==> config.mk <==
export PLATFORM = sky130hd
export DESIGN_NAME = config_packer
export DESIGN_NICKNAME = d
export VERILOG_FILES = /design/src/rtl/config_packer.sv
export SDC_FILE = /design/constraint.sdc
export NUM_CORES = 1
export LEC_CHECK = 0
export BUFFER_PORTS_ARGS = -buffer_cell sky130_fd_sc_hd__buf_2
export CAP_MARGIN = 10
export CORE_ASPECT_RATIO = 0.9
export CORE_MARGIN = 2
export CORE_UTILIZATION = 35
export CTS_CLUSTER_DIAMETER = 80
export DETAILED_ROUTE_END_ITERATION = 10
export RECOVER_POWER = 100
export SYNTH_ARGS = -nofsm -noshare
export SYNTH_HDL_FRONTEND = slang
export SYNTH_SLANG_ARGS = --single-unit
==> constraint.sdc <==
create_clock -name CLK -period 4 [get_ports CLK]
set_clock_uncertainty 0.05 [all_clocks]
set_input_delay 0.8 -clock CLK [delete_from_list [all_inputs] [get_ports CLK]]
set_output_delay 0.8 -clock CLK [all_outputs]
set_load 0.03 [all_outputs]
==> src/rtl/config_packer.sv <==
// config_packer: host-side encoder for the configuration byte stream.
// Each request becomes one header byte {wr, 0, addr, cnt} followed by exactly
// cnt payload bytes written into the config FIFO. Write ops pull their payload
// from the Din valid/ready port. Non-write ops emit PAD_BYTE so the downstream
// byte counter stays aligned.
module config_packer #(
  parameter logic [7:0] PAD_BYTE = 8'h00
) (
  input  logic       CLK,
  input  logic       RSTn,
  input  logic       Req,
  input  logic       ReqWr,
  input  logic [2:0] ReqAddr,
  input  logic [2:0] ReqCnt,
  output logic       ReqReady,
  input  logic [7:0] Din,
  input  logic       DinValid,
  output logic       DinReady,
  input  logic       Full,
  output logic       WINC,
  output logic [7:0] WData,
  output logic       Busy,
  output logic [7:0] PktCnt
);

  localparam int unsigned DATA_W = 8;
  localparam int unsigned ADDR_W = 3;
  localparam int unsigned CNT_W  = 3;

  typedef enum logic [1:0] {
    S_IDLE    = 2'd0,
    S_HEADER  = 2'd1,
    S_PAYLOAD = 2'd2
  } state_t;

  state_t              r_state;
  logic                r_wr;
  logic [ADDR_W-1:0]   r_addr;
  logic [CNT_W-1:0]    r_cnt;
  logic [CNT_W-1:0]    r_remaining;
  logic [DATA_W-1:0]   r_pkt_cnt;

  state_t              w_state;
  logic [DATA_W-1:0]   w_header;
  logic                w_req_ready;
  logic                w_din_ready;
  logic                w_winc;
  logic [DATA_W-1:0]   w_wdata;

  assign w_header = {r_wr, 1'b0, r_addr, r_cnt};

  // Output decode; while RSTn is low the outputs already look like IDLE
  always_comb begin
    w_state     = RSTn ? r_state : S_IDLE;
    w_req_ready = 1'b0;
    w_din_ready = 1'b0;
    w_winc      = 1'b0;
    w_wdata     = w_header;
    case (w_state)
      S_IDLE: begin
        w_req_ready = 1'b1;
      end
      S_HEADER: begin
        w_winc  = ~Full;
        w_wdata = w_header;
      end
      S_PAYLOAD: begin
        if (r_wr) begin
          w_din_ready = ~Full;
          w_winc      = DinValid & ~Full;
          w_wdata     = Din;
        end else begin
          w_winc      = ~Full;
          w_wdata     = PAD_BYTE;
        end
      end
      default: begin
        w_req_ready = 1'b0;
      end
    endcase
  end

  // Packet sequencer: latch request, emit header, count payload beats
  always_ff @(posedge CLK) begin
    if (!RSTn) begin
      r_state     <= S_IDLE;
      r_wr        <= 1'b0;
      r_addr      <= '0;
      r_cnt       <= '0;
      r_remaining <= '0;
      r_pkt_cnt   <= '0;
    end else begin
      case (r_state)
        S_IDLE: begin
          if (Req) begin
            r_wr    <= ReqWr;
            r_addr  <= ReqAddr;
            r_cnt   <= ReqCnt;
            r_state <= S_HEADER;
          end
        end
        S_HEADER: begin
          if (w_winc) begin
            if (r_cnt == CNT_W'(0)) begin
              r_state   <= S_IDLE;
              r_pkt_cnt <= r_pkt_cnt + DATA_W'(1);
            end else begin
              r_remaining <= r_cnt;
              r_state     <= S_PAYLOAD;
            end
          end
        end
        S_PAYLOAD: begin
          if (w_winc) begin
            if (r_remaining == CNT_W'(1)) begin
              r_remaining <= '0;
              r_state     <= S_IDLE;
              r_pkt_cnt   <= r_pkt_cnt + DATA_W'(1);
            end else begin
              r_remaining <= r_remaining - CNT_W'(1);
            end
          end
        end
        default: begin
          r_state <= S_IDLE;
        end
      endcase
    end
  end

  assign ReqReady = w_req_ready;
  assign DinReady = w_din_ready;
  assign WINC     = w_winc;
  assign WData    = w_wdata;
  assign Busy     = (w_state != S_IDLE);
  assign PktCnt   = r_pkt_cnt;

endmodule

# After elaboration in Yosys (flattened, before gate mapping)
# Index checks and enable logic that the tools add are counted.
# W data, S select, Z words.
# word_totals
ff_bits,20
latch_bits,0
mem_bits_rw,0
mem_bits_ro,0
inputBits,20
output_inout_bits,20
word_cells,54
mem_count,0
# op_classes
addsub,2
mul,0
div,0
order_cmp,0
eq_ne,11
shift,0
muxes,24
bitwise_logic,2
n_reduce_logical,9
# ops
op,n
$mux W8,6
$pmux W8 S2,1
$mux W2,6
$mux W3,4
$ne A2 B2 Y1 const B,6
$add A8 B1 Y8 const B,1
$reduce_and A4 Y1,2
$pmux W2 S3,1
$pmux W3 S2,1
$reduce_and A5 Y1,1
$eq A2 B1 Y1 const B,2
$eq A2 B2 Y1 const B,2
$logic_not A2 Y1,2
$mux W1,4
$reduce_bool A2 Y1,2
$eq A3 B1 Y1 const B,1
$logic_not A3 Y1,1
$sub A3 B1 Y3 const B,1
$pmux W1 S2,1
$reduce_and A2 Y1,1
$and A1 B1 Y1,1
$not A1 Y1,1

# Depth between registers and ports, before layout
# logic_depth
ltp_word,6
depth_mapped,8
depth_no_buf,7

# Worst setup path before layout
# OpenSTA, ideal clock, no wires.
# synth_timing
path_kind,in2out
start,input RSTn
end,output DinReady
arrival_time_ns,2.147
t_required_ns,3.150
setup_slack_ns,1.003
cell_stages,6
path_cell_list,and2_1 -> inv_1 -> ha_1 -> clkbuf_1 -> and2_0 -> nor2b_1
# synth_via
elab_chain_cells,3
# synth_lines
element,line,rtl
start: declaration,10,"input logic RSTn,"
$mux W2,54,w_state = RSTn ? r_state : S_IDLE;
$eq A2 B2 Y1,59,case (w_state)
$mux W1,59,
end: declaration,18,"output logic DinReady,"
# No other way between the ends.

# Final worst setup path
# layout_timing
start,input RSTn
end,output WINC
# layout_via
elab_chain_cells,3
# layout_lines
element,line,rtl
$mux W2 *,54,
$eq A2 B2 Y1 or $eq A2 B1 Y1 (tied branches),59,
$pmux W1 S2 *,59,
end: declaration,20,"output logic WINC,"
# Mark *: on every way between the ends. The rest lies on a longest branch, timed or not.

==> impl_metrics.csv <==
group,metric,value,unit
floorplan,die_h,59.4,um
floorplan,start_util,0.359,
sta,worstMarginPinSlew,0.563,ns
synthesis,syn_nets,176,
route,drc,0,
synthesis,synth_cell_types,43,
power,leakage,0.546,nW
route,viasPerCell,5.16,
flow_run,cap_violations,0,
outcome,outcome,"finished clean",
place,portBuffers,39,
place,place_congestion,0.818,
clock_network,clock-sinks,20,
finish,final-seq-area,400,um2
sta,fin_crit,3.28,ns
route,antenna_left,0,
sta,hold_viol_final,0,
synthesis,synthArstFlopShare,0,
grt,grt_pass1_vias,1154,
finish,area_growth,20.3,%
finish,fillCellCount,365,
finish,multi_input_area,686,um2
power,p_per_area,296,nW/um2
synthesis,synth_common_cells,"dfxtp_1 (20), a21oi_1 (17), nor2_1 (16)",
worst_setup_path,critPathTopFamily,"buffers and inverters",
finish,nets,215,
worst_setup_path,crit_type,"input port to output pin",
clock_network,clk_pin_slew,0.08,ns
worst_setup_path,critical_path_buf_inv_count,5,
worst_setup_path,crit_chain,"clkbuf_1 > and2_0 > inv_1 > ha_1 > o221ai_1 > buf_4 > inv_1 > clkbuf_1",
synthesis,ys_warn_count,0,
synthesis,synth.area.top_cells,"dfxtp_1 (34%), a21oi_1 (7.1%), ha_1 (6.3%)",
synthesis,yosysSeqAreaShare,0.335,
sta,period_share,0.821,
sta,drv_slew,0,
floorplan,rows,20,
route,wire_per_inst,12.3,um
grt,antenna_found_initial,0,
clock_network,cts-resized-gates,0,
worst_setup_path,worst-path-max-fanout,21,
route,drtPass1Iterations,4,
floorplan,core_area,3330,um2
floorplan,io-pin-count,40,
grt,track_usage,0.165,
synthesis,synthesis.area,1190,um2
floorplan,die_w,65.6,um
power,p_total,0.000425,W
sta,clock.fmax,305,MHz
synthesis,synth_edf_count,0,
route,vias,1196,
synthesis,synth.most_common_cell,"dfxtp_1",
route,routed_wl,2850,um
synthesis,syn_inst,150,
clock_network,cts_made_buffers,3,
grt,grt.overflow.total,0,
worst_setup_path,crit_slowest_cell,"ha_1",
synthesis,synth.avg_cell_area,7.96,um2
floorplan,dieArea,3890,um2
clock_network,h-tree-depth,1,
place,dp_hpwl,2160,um
finish,antenna_cells,0,
worst_setup_path,max_stage_delay,0.34,ns
worst_setup_path,cp-start-kind,"input port",
clock_network,tritoncts,"yes",
power,ir_worst_vdd,0.000111,V
clock_network,worst_skew_pair.late_latency,0.26,ns
clock_network,hold_buffers,0,
sta,rsz0062_at_grt,"false",
worst_setup_path,cp_data_arrival_time,2.43,ns
sta,setup_viol,0,
clock_network,cts-root-buf,"clkbuf_8",
grt,grt_max_degree,22,
synthesis,synth_seq_cells,20,
clock_network,clk_path_buf_depth,2,
sta,maxSlewHeadroom,0.622,
worst_setup_path,cp.required,3.15,ns
finish,drive_above_1_share,0.154,
finish,fin_util,0.432,
synthesis,yosysTopAreaCell,"dfxtp_1",
synthesis,synth_ff_type,"dfxtp_1",
grt,grt_pass1_wl,5010,um
synthesis,synth_top_area_frac,0.335,
clock_network,cts_setup_buffers,0,
min_path,hp-class,"flop to flop",
sta,finalSetupTns,0,ns
worst_setup_path,cp-end-kind,"output pin",
route,drt_iter0_drc,39,
==> placed cells by master (no fill, tap or decap), types with 7 or more instances in the layout <==
cell type  instances
o31ai_1            7
a21oi_1           17
clkbuf_1          21
nor2_1            16
o21ai_0            8
buf_2             18
inv_1             14
dfxtp_1           20
nand2_1           11
==> cell type report <==
class | instances | share of cell area
Inverter | 15 | 0.0392
Timing Repair Buffer | 41 | 0.128
Sequential cell | 20 | 0.279
Multi-Input combinational cell | 108 | 0.477
Tap cell | 44 | 0.0383
Clock buffer | 4 | 0.0383
==> logic make-up after synthesis <==
kind of cell    share of synthesized area
compound gates                      0.253
fa+ha+maj                          0.0629
buf+inv                            0.0849
flops                               0.335
mux                               0.00839
simple gates                        0.256
==> routing by layer <==
metal  routed length [um]  vias to the layer above  track usage
met5                    0                        -            0
met4                   14                        0       0.0595
met3                  133                        2       0.0285
met2                 1340                       31        0.277
met1                 1370                      554        0.213
li1                     -                      609            -
==> sequential cells by signal, indices dropped and copies added, names as in the netlist <==
signal,cells
r_state,2
PktCnt,8
r_wr,1
r_cnt,3
r_remaining,3
r_addr,3
==> worst reg2reg max path, stage by stage (launching register included) <==
cell and delay, ns:
dfxtp_1 0.47, and2_0 0.21, inv_1 0.07, ha_1 0.31
o221ai_1 0.22, buf_4 0.25, inv_1 0.15, a2111oi_0 0.42
==> path summary, 6_finish.rpt <==
kind / startpoint / end / slack (ns) / cells past startpoint
setup / recovery: RSTn / WINC / 0.72 / 8
hold / removal: r_remaining[1] / r_remaining[1] / 0.43 / 2
setup reg to reg: r_state[0] / r_state[0] / 1.74 / 7
hold reg to reg: r_remaining[1] / r_remaining[1] / 0.43 / 2
==> power breakdown <==
| part | internal (W) | leakage [nW] | switching [W] |
|---|---|---|---|
| Clock | 0.0000876 | 0.0288 | 0.0000665 |
| Combinational | 0.0000225 | 0.355 | 0.0000392 |
| Sequential | 0.000204 | 0.162 | 0.00000566 |
| Total | 0.000314 | 0.546 | 0.000111 |
==> metrics by stage <==
step	cell area [um2]	setup slack (ns)	std cells	hold WS (ns)
floorplan	1190	1.00	150	0.400
global placement	1410	0.944	228	0.414
detailed placement	1410	0.909	228	0.419
CTS	1470	0.890	232	0.430
global route	1440	0.484	232	0.461
finish	1440	0.717	232	0.425
Note: power is estimated with default switching activity, not from simulation.
